$ cat src/rtl/onehot_decoder_pipe.sv
// Registered valid/ready N-to-2^N one-hot decoder with a two-entry skid buffer.
// Define ONEHOT_DEC_STATS_EN to add the stats_clr / null_cnt null-transaction counter.
module onehot_decoder_pipe #(
    parameter  int IN_W  = 2,
`ifdef ONEHOT_DEC_STATS_EN
    parameter  int CNT_W = 8,
`endif
    localparam int OUT_W = 1 << IN_W
) (
    input  logic             clk,
    input  logic             rst_n,
    input  logic             in_valid,
    output logic             in_ready,
    input  logic [IN_W-1:0]  in_code,
    input  logic             in_en,
`ifdef ONEHOT_DEC_STATS_EN
    input  logic             stats_clr,
    output logic [CNT_W-1:0] null_cnt,
`endif
    output logic             out_valid,
    input  logic             out_ready,
    output logic [OUT_W-1:0] out_onehot
);

    typedef enum logic [1:0] {
        EMPTY = 2'd0,
        ONE   = 2'd1,
        FULL  = 2'd2
    } state_t;

    state_t            r_state;
    logic [OUT_W-1:0]  r_main;
    logic [OUT_W-1:0]  r_skid;
    logic [OUT_W-1:0]  w_entry;
    logic              w_accept;
    logic              w_pop;

    // A null transaction (in_en=0) still occupies a slot, carrying an all-zero vector.
    assign w_entry  = in_en ? (OUT_W'(1) << in_code) : '0;

    // Handshake flags depend only on state, so out_ready never reaches in_ready.
    assign in_ready   = (r_state != FULL);
    assign out_valid  = (r_state != EMPTY);
    assign out_onehot = out_valid ? r_main : '0;

    assign w_accept = in_valid && in_ready;
    assign w_pop    = out_valid && out_ready;

    always_ff @(posedge clk or negedge rst_n) begin
        if (!rst_n) begin
            r_state <= EMPTY;
            r_main  <= '0;
            r_skid  <= '0;
        end else begin
            case (r_state)
                EMPTY: begin
                    if (w_accept) begin
                        r_main  <= w_entry;
                        r_state <= ONE;
                    end
                end
                ONE: begin
                    if (w_accept && !w_pop) begin
                        r_skid  <= w_entry;
                        r_state <= FULL;
                    end else if (w_pop && !w_accept) begin
                        r_state <= EMPTY;
                    end else if (w_accept && w_pop) begin
                        r_main  <= w_entry;
                    end
                end
                FULL: begin
                    if (w_pop) begin
                        r_main  <= r_skid;
                        r_state <= ONE;
                    end
                end
                default: r_state <= EMPTY;
            endcase
        end
    end

`ifdef ONEHOT_DEC_STATS_EN
    logic [CNT_W-1:0] r_null_cnt;

    // Clear has priority; the count saturates instead of wrapping.
    always_ff @(posedge clk or negedge rst_n) begin
        if (!rst_n) begin
            r_null_cnt <= '0;
        end else if (stats_clr) begin
            r_null_cnt <= '0;
        end else if (w_accept && !in_en && (r_null_cnt != {CNT_W{1'b1}})) begin
            r_null_cnt <= r_null_cnt + 1'b1;
        end
    end

    assign null_cnt = r_null_cnt;
`endif

endmodule

$ cat config.mk
export PLATFORM = sky130hd
export DESIGN_NAME = onehot_decoder_pipe
export DESIGN_NICKNAME = d
export VERILOG_FILES = /design/src/rtl/onehot_decoder_pipe.sv
export SDC_FILE = /design/constraint.sdc
export NUM_CORES = 1
export LEC_CHECK = 0
export ABC_CLOCK_PERIOD_IN_PS = 1800
export CORE_MARGIN = 3
export CORE_UTILIZATION = 42
export DETAILED_ROUTE_END_ITERATION = 10
export GPL_TIMING_DRIVEN = 0
export PLACE_DENSITY = 0.71
export RECOVER_POWER = 50
export SETUP_SLACK_MARGIN = 0.2
export SYNTH_ARGS = -nofsm -noshare
export SYNTH_HDL_FRONTEND = slang
export SYNTH_SLANG_ARGS = --single-unit
$ cat constraint.sdc
create_clock -name clk -period 1.8 [get_ports clk]
set_input_delay 0.45 -clock clk [delete_from_list [all_inputs] [get_ports clk]]
set_output_delay 0.45 -clock clk [all_outputs]
set_load 0.01 [all_outputs]
After elaboration in Yosys (flattened, before gate mapping)
Index checks and enable logic that the tools add are counted.
Cells by class
  shifts and indexed selects: 1
  muxes and demuxes: 13
  equal/unequal tests: 9
  reduce and logical (&&, ||, !) cells: 13
Operators with widths (number)
  $mux W4: 7
  $ne A2 B2 Y1 const B: 6
  $pmux W4 S3: 1
  $mux W2: 4
  $pmux W2 S3: 1
  $reduce_and A6 Y1: 1
  $logic_and A1 B1 Y1: 5
  $shl A1 B2 Y4 const A: 1
  $ne A3 B3 Y1 const B: 1
  $reduce_and A3 Y1: 1
  $reduce_bool A3 Y1: 1
  $eq A2 B1 Y1 const B: 1
  $eq A2 B2 Y1 const B: 1
  $logic_not A1 Y1: 2
  $logic_not A2 Y1: 1
  $reduce_and A2 Y1: 1
  $reduce_bool A2 Y1: 1
Word-level totals
  bits of input ports: 7
  register bits after elaboration: 10
  output and inout bits: 6
  word-level logic and storage cells: 39

Depth between registers and ports, before layout
Gate-level depths: netlist of run 1.
  depth in word-level cells: 7
  gate-level depth with buffers: 8
  gate-level depth less buffers: 7

Least setup slack after synthesis of run 1
Ideal clock, no wire load.
  path kind: register -> register
  start point: register r_state[0]
  end point: register r_main[0]
  arrival time: 1.889 ns
  cell stages (with the launch flop): 9
  setup slack: -0.214 ns
  buffers on the path: 1
  required time: 1.675 ns
  setup time: 0.125 ns
  period minus slack after synthesis: 2.014 ns
  path through: dfrtp_1 -> nand2b_1 -> buf_6 -> nand2_1 -> inv_1 -> ha_1 -> nor4b_1 -> o2bb2ai_1 -> mux2_2
On the way
  longest elaborated chain between the ends: 6
  elaborated cells between the ends (all ways): 20
  those cells by class: eq/ne: 8; mux: 1; reduce/logical: 11
Ends and longest elaborated chain
  start, declared: RTL line 31  | state_t r_state;
  start signal, assigned: RTL line 51  | r_state <= EMPTY;
  start signal, assigned: RTL line 59  | r_state <= ONE;
  start signal, assigned: RTL line 65  | r_state <= FULL;
  $ne A2 B2 Y1 *: RTL line 42  | assign in_ready = (r_state != FULL);
  via in_ready: RTL line 13  | output logic in_ready,
  $logic_and A1 B1 Y1 *: RTL line 46  | assign w_accept = in_valid && in_ready;
  $logic_not A1 Y1: RTL line 66  | end else if (w_pop && !w_accept) begin
  $logic_and A1 B1 Y1: RTL line 66
  $ne A2 B2 Y1 (no source line)
  $reduce_and A6 Y1 (no source line) *
  end signal, assigned: RTL line 58  | r_main <= w_entry;
  end signal, assigned: RTL line 69  | r_main <= w_entry;
  end signal, assigned: RTL line 74  | r_main <= r_skid;
  end, declared: RTL line 32  | logic [OUT_W-1:0] r_main;
Mark *: on every way through the listed nets, which the timed path passes. The rest lies on a longest branch.
A chain may end at the register's enable or synchronous reset.

Worst setup path in the final report of run 1
  start point: register r_state[1]
  end point: register r_main[0]
On the way
  longest elaborated chain between the ends: 6
  elaborated cells between the ends (all ways): 20
  those cells by class: eq/ne: 8; mux: 1; reduce/logical: 11
Ends and longest elaborated chain (RTL line)
  $ne A2 B2 Y1 / $reduce_bool A2 Y1 (equally long branches): 42, 43
  $logic_and A1 B1 Y1 (on tied branches): 46, 47
  $logic_not A1 Y1 (on tied branches): 66, 63
  $logic_and A1 B1 Y1 (on tied branches): 66, 63
  $ne A2 B2 Y1 (no source line)
  $reduce_and A6 Y1 (no source line)
Parallel ways exist; a longest one is shown, timed or not.

==> impl_results.rst, run 1 <==
.. list-table::
   :header-rows: 1

   * - Metric
     - Value
   * - Final Hold Viols
     - 0
   * - Worst skew pair latency
     - approximately 0.27 ns
   * - Total Die Area
     - between 1500 and 2000 µm²
   * - Failing checks
     - setup timing
   * - Required time of the critical path
     - 1.95 ns
   * - Synth unique cells
     - 19
   * - Clock tree from TritonCTS
     - yes
   * - Number of H-tree branching levels
     - 1
   * - Internal power component
     - ~980 µW
   * - Hold WC Path Type
     - register to register
   * - Combinational share of power
     - between 50 and 60%
   * - Final Max Slew Viols
     - 0
   * - Total global routing overflow
     - 0
   * - Post-route ant nets
     - 0
   * - Final weighted congestion in routability-driven placement
     - approximately 0.73
   * - Core Rows
     - 12
   * - Routing usage on met3
     - under 10%
   * - Number of cells produced by synthesis
     - 48
   * - # clock sinks
     - 10
   * - Chip width
     - roughly 44 µm
   * - Sum of net half-perimeters after detailed placement
     - 810.4 µm
   * - Global routing's busiest layer
     - met2
   * - Max Clk Rate
     - roughly 0.52 GHz
   * - Post-Syn Nets
     - slightly below 60
   * - Final routed DRC violation total
     - 0
   * - Via Count
     - 482
   * - Leakage
     - a little over 0.5 nW
   * - Largest net degree at the start of global routing
     - 11
   * - FF+latch count, synth
     - 10
   * - Final setup margin
     - -0.1374 ns
   * - Part of the cycle the worst path needs
     - 107.6%
   * - Register-to-register path setup slack
     - -0.14 ns
   * - Die outline height
     - around 44 µm
   * - Max-cap violations
     - 0
   * - Number of nets in the layout
     - 90
   * - Clock share of power
     - between 10% and 20%
   * - Share of the synthesized area in the top cell type
     - 42.37%
   * - # IOs
     - 13
   * - Max FO, Critical Path
     - 4
   * - Commonest cells after routing, fill and taps aside
     - sky130_fd_sc_hd__mux2_4 (12), sky130_fd_sc_hd__buf_4 (12), sky130_fd_sc_hd__dfrtp_1 (8)
   * - Detailed Routing Iterations Pass 1
     - 4
   * - Utilization after layout
     - approximately four fifths
   * - Run status
     - finished, violations left
   * - Number of warning messages in the yosys log
     - 0
   * - Layout cells sized above 1
     - about 62%
   * - Starting Density
     - 48.56%
   * - DR vias/cell
     - just over 5
   * - Met2 capacity usage during global routing
     - between 30% and 40%
   * - Core region area
     - 1216 µm²
   * - Post-synth EDFFs
     - 0
   * - Wire length reported by the detailed router
     - approximately 1500 µm
   * - Number of DRC markers after the initial detailed-route iteration
     - 1
   * - Diodes inserted
     - 0
   * - Sequential cell area fraction in the yosys report
     - 42.37%
   * - Worst slew margin
     - 67.72%
   * - Setup repair after global routing missed its margin
     - true
   * - Switching power share of the total
     - roughly a third
   * - WL/cell
     - ~17 µm
   * - Initial antenna violation count
     - 0
   * - Design area
     - between 900 and 1000 µm²
   * - Vias in the first global route
     - just over 500
   * - Setup TNS
     - -0.5211 ns
   * - Worst-margin pin slew
     - around 0.48 ns
   * - Worst EP arrival
     - ~2.1 ns
   * - Cell Area, Synth
     - 590.6 µm²
   * - Fraction of registers with async set/reset
     - between 90% and 100%
   * - Met1 GRT Util
     - a little over a fifth
   * - Sw Pwr
     - roughly 500 µW
   * - Worst slack after detailed placement
     - -0.6371 ns
   * - Final critical path time including I/O delays and setup
     - between 1.5 and 2 ns
   * - Total CTS buffers
     - 3
   * - Critical path startpoint category
     - register
   * - Total setup violations reported at the end of the flow
     - 4
   * - Worst ir drop on vdd
     - ~800 µV
   * - Largest cells by area after synthesis
     - sky130_fd_sc_hd__dfrtp_1 (42%), sky130_fd_sc_hd__mux2_2 (15%), sky130_fd_sc_hd__mux2_4 (10%)
   * - Clock transition at the registers of the reported paths
     - about 0.070 ns
   * - Total Power
     - around 1.5 mW
   * - Global-route usage over all layers
     - 17.93%
   * - Placed inst area
     - 774.5 µm²
   * - Worst setup skew after layout
     - just under 0.004 ns
   * - Root buffer selected by CTS
     - sky130_fd_sc_hd__clkbuf_4
   * - CP endpoint kind
     - register
   * - I/O Buffers
     - 12
   * - Count of hold-fix buffers inserted at cts
     - 0
   * - Critical path class
     - register to register
   * - Buffer levels on the longest clock path
     - 2
   * - Average footprint of a synthesized cell
     - approximately 12 µm²
   * - Most used DFF post-synth
     - sky130_fd_sc_hd__dfrtp_1
   * - Global-route wire length before repair
     - between 2000 and 2500 µm
   * - Area grow syn2layout
     - 67.58%
   * - Sequential group share of total power
     - around 28%
   * - Leading area contributor after synthesis
     - sky130_fd_sc_hd__dfrtp_1
   * - Power density over the cells
     - 1489 nW/µm²
-- power by group through the flow --
stage / clock (mW) / sequential, mW / combinational (mW)
after floorplan: 0 / 0.392 / 0.369
after global placement: 0 / 0.408 / 0.510
after detailed placement: 0 / 0.419 / 0.520
after CTS: 0.207 / 0.408 / 0.741
after global routing: 0.227 / 0.425 / 0.925
final: 0.207 / 0.409 / 0.857
-- critical path: stages (launching register included) --
cell                        delay [ns]
sky130_fd_sc_hd__dfrtp_2          0.44
sky130_fd_sc_hd__buf_4            0.15
sky130_fd_sc_hd__nand2b_4         0.06
sky130_fd_sc_hd__buf_8            0.10
sky130_fd_sc_hd__nand2_4          0.06
sky130_fd_sc_hd__ha_4             0.17
sky130_fd_sc_hd__nor4b_4          0.31
sky130_fd_sc_hd__o2bb2ai_4        0.20
sky130_fd_sc_hd__mux2_4           0.33
-- layout make-up --
class	instances	area, µm²
flip-flops and latches	10	252.7
plain buffers	1	15.01
clock buffers	4	36.28
inverters	3	13.76
fillers	64	226.5
multi-input cells	34	436.7
repair buffers	27	217.7
well taps	14	17.52
-- Yosys cell counts, types with 2 or more instances --
cell,instances
sky130_fd_sc_hd__inv_1,3
sky130_fd_sc_hd__dfrtp_1,10
sky130_fd_sc_hd__and3b_1,2
sky130_fd_sc_hd__mux2_2,8
sky130_fd_sc_hd__ha_1,3
sky130_fd_sc_hd__mux2_4,4
sky130_fd_sc_hd__nand3b_1,2
sky130_fd_sc_hd__nor2b_1,5
-- per-layer routing --
layer / wire length, µm / vias up
li1: - / 232
met1: 620 / 228
met2: 743 / 18
met3: 132 / 4
met4: 43 / 0
met5: 0 / -
-- path summary, 6_finish.rpt --
check | depth (start not counted) | from | end
worst min register to register | 1 | r_main[1] | r_main[1]
worst max register to register | 8 | r_state[1] | r_main[0]
min in group asynchronous | 1 | rst_n | r_skid[0]
max in group asynchronous | 1 | rst_n | r_state[0]
worst min-delay path | 1 | r_main[1] | r_main[1]
worst max-delay path | 8 | r_state[1] | r_main[0]
-- cell families after synthesis --
family	count (synthesis)	synth area share, %
DFF	10	42.37
buffers and inverters	4	3.813
and+or+nand+nor	15	16.95
adders and majority gates	3	6.357
AOI/OAI and AO/OA	3	3.390
muxes	13	27.12
-- timing repair --
item | in CTS | in global routing
resized for setup | 40 | 5
pin swaps | 5 | 4
setup endpoints to repair | 15 | 14
setup buffers | 11 | 4
-- sequential cells by signal, summed over array words and instances, names as in the netlist --
register / flops
r_state: 2
r_main: 4
r_skid: 4
-- metrics by stage --
stage          std cells  hold slack, ns
2_1_floorplan         48          0.1544
4_1_cts               89          0.5092
5_1_grt               93          0.5454
3_5_place_dp          74          0.4971
3_3_place_gp          74          0.4873
6_report              93          0.5088
No activity file was read; power rests on OpenSTA's default activity.
==> run 2, diff against run 1 <==
PLACE_DENSITY = default   (was 0.71)
PLACE_DENSITY_LB_ADDON = 0.3   (was default)
SLEW_MARGIN = 0   (was default)
==> impl_results.rst, run 2 (synthesis results as in run 1) <==
.. list-table::
   :header-rows: 1

   * - Metric
     - Value
   * - Critical path class
     - register to register
   * - Worst skew pair latency
     - about 0.27 ns
   * - Die outline height
     - between 40 and 50 µm
   * - Worst EP arrival
     - ~2.1 ns
   * - Final weighted congestion in routability-driven placement
     - roughly 0.76
   * - Total Power
     - roughly 1.7 mW
   * - Count of hold-fix buffers inserted at cts
     - 0
   * - Critical path startpoint category
     - register
   * - Layout cells sized above 1
     - roughly two thirds
   * - Total global routing overflow
     - 0
   * - Storage element area
     - 252.7 µm²
   * - Worst flop-to-flop path endpoint
     - r_main[1]
   * - Final Hold Viols
     - 0
   * - Clock tree from TritonCTS
     - yes
   * - Setup repair after global routing missed its margin
     - true
   * - Diodes inserted
     - 0
   * - Vias in the first global route
     - a little over 600
   * - Worst slew margin
     - about two thirds
   * - Global-route usage over all layers
     - 24.57%
   * - Leakage
     - approximately 0.56 nW
   * - Cell depth of the worst flop-to-flop path
     - 8
   * - Commonest cells after routing, fill and taps aside
     - sky130_fd_sc_hd__buf_6 (13), sky130_fd_sc_hd__mux2_4 (12), sky130_fd_sc_hd__buf_4 (11), sky130_fd_sc_hd__dfrtp_1 (8)
   * - Power density over the cells
     - ~1500 nW/µm²
   * - Total setup violations reported at the end of the flow
     - 9
   * - Leading cell type in the layout, fill and taps excluded
     - sky130_fd_sc_hd__buf_6
   * - Hold WC Path Type
     - register to register
   * - Wire length reported by the detailed router
     - 1924 µm
   * - Via Count
     - 536
   * - Origin of the critical flop-to-flop path
     - r_state[0]
   * - Number of filler cells placed in the layout
     - 45
   * - # IOs
     - 13
   * - Part of the cycle the worst path needs
     - 107.5%
   * - Number of DRC markers after the initial detailed-route iteration
     - 7
   * - Worst setup skew after layout
     - between 0.007 and 0.008 ns
   * - Global-route wire length before repair
     - about 3300 µm
   * - Largest regs
     - r_main: 4 flops, r_skid: 4 flops, r_state: 2 flops
   * - Register-to-register path setup slack
     - -0.13 ns
   * - Initial antenna violation count
     - 0
   * - Area grow syn2layout
     - 87.29%
   * - Required time of the critical path
     - about 2.0 ns
   * - Sum of net half-perimeters after detailed placement
     - 878.4 µm
   * - Clock transition at the registers of the reported paths
     - 0.06 ns
   * - Run status
     - finished, violations left
   * - Multi-input gate area
     - ~450 µm²
   * - Core Rows
     - 12
   * - Buffer levels on the longest clock path
     - 2
   * - Largest net degree at the start of global routing
     - 11
   * - Met1 GRT Util
     - 27.11%
   * - Startpoint of the tightest hold check path
     - r_main[0]
   * - DR vias/cell
     - around 5.3
   * - Chip width
     - between 40 and 50 µm
   * - Max-cap violations
     - 0
   * - Detailed Routing Iterations Pass 1
     - 2
   * - Number of nets in the layout
     - 98
   * - Post-route non-filler standard cell count
     - 101
   * - Routing usage on met3
     - under 10%
   * - # clock sinks
     - 10
   * - Number of placed instances with taps included
     - 74
   * - Worst ir drop on vdd
     - between 1000 and 1500 µV
   * - CP endpoint kind
     - register
   * - I/O Buffers
     - 12
   * - Total Die Area
     - about 1900 µm²
   * - WL/cell
     - ~19 µm
   * - Final routed DRC violation total
     - 0
   * - Max FO, Critical Path
     - 4
   * - Met2 capacity usage during global routing
     - between 40% and 50%
   * - Utilization after layout
     - around 90%
   * - Core region area
     - between 1000 and 1500 µm²
   * - Final setup margin
     - -0.1345 ns
   * - Worst hold path stage count
     - 1
   * - Worst-margin pin slew
     - slightly below 0.5 ns
   * - Final critical path time including I/O delays and setup
     - around 1.9 ns
   * - Root buffer selected by CTS
     - sky130_fd_sc_hd__clkbuf_4
   * - Final Max Slew Viols
     - 0
   * - Hold Crit Endpoint
     - r_main[0]
   * - Failing checks
     - setup timing
   * - Post-route ant nets
     - 0
   * - Total CTS buffers
     - 3
   * - Max Clk Rate
     - between 0.5 and 0.6 GHz
   * - Starting Density
     - 48.56%
   * - Number of H-tree branching levels
     - 1
   * - Global routing's busiest layer
     - met2
[run 2: worst max path at each step]
| stage | from | end | slack, ns |
|---|---|---|---|
| after floorplan | r_state[0] | r_main[0] | -0.08 |
| after global placement | out_ready | r_main[1] | -0.61 |
| after detailed placement | out_ready | r_main[1] | -0.64 |
| after CTS | r_state[0] | r_main[1] | -0.11 |
| after global routing | r_state[0] | r_main[3] | -0.21 |
| final | r_state[0] | r_main[1] | -0.13 |
[run 2: worst max-delay path, stage by stage, from the launching register on]
cell and delay [ns]:
sky130_fd_sc_hd__dfrtp_2 0.45, sky130_fd_sc_hd__nand2b_4 0.16, sky130_fd_sc_hd__buf_8 0.13, sky130_fd_sc_hd__nand2_8 0.07, sky130_fd_sc_hd__inv_6 0.04, sky130_fd_sc_hd__ha_4 0.16, sky130_fd_sc_hd__nor4b_4 0.31, sky130_fd_sc_hd__o2bb2ai_4 0.19
sky130_fd_sc_hd__mux2_4 0.32
[run 2: per-stage QoR]
stage                     instance area (µm²)  worst slack [ns]  setup TNS [ns]  hold slack [ns]
final                                    1106           -0.1345         -0.8446           0.5078
after global routing                     1106           -0.2134          -1.602           0.5187
after floorplan                         636.9          -0.07613         -0.3045           0.1544
after CTS                                1052           -0.1079         -0.4995           0.4994
after global placement                  774.5           -0.6122          -4.198           0.4879
after detailed placement                774.5           -0.6434          -4.466           0.4900
[run 2: routing by layer]
layer,vias up,wire length (µm)
met2,18,1032
met5,-,0
li1,246,-
met3,4,124
met1,268,731
met4,0,35
[run 2: power breakdown]
group	internal (mW)	total (mW)	switching [mW]
Combinational	0.709	1.13	0.416
Sequential	0.331	0.422	0.0910
Clock	0.0856	0.161	0.0753
Total	1.13	1.71	0.583
[run 2: cell type report]
cell class                      instances  area share, %
Tap cell                               14          1.584
Buffer                                  1          1.357
Clock buffer                            4          2.376
Timing Repair Buffer                   35          29.52
Inverter                                3          1.471
Multi-Input combinational cell         34          40.84
Sequential cell                        10          22.85
[run 2: timing repair]
| item | in CTS | in global routing |
|---|---|---|
| gates resized for setup | 53 | 6 |
| endpoints found under the setup margin | 15 | 15 |
| buffers inserted | 19 | 4 |
| pin swaps | 5 | 1 |
| hold endpoints to repair | 0 | 0 |
| gates cloned | 0 | 0 |
==> run 3, diff against run 2 <==
SLEW_MARGIN = 40   (was 0)
==> results of run 3 <==
Same layout as run 2: the final DEF is identical, and so are final timing and power.
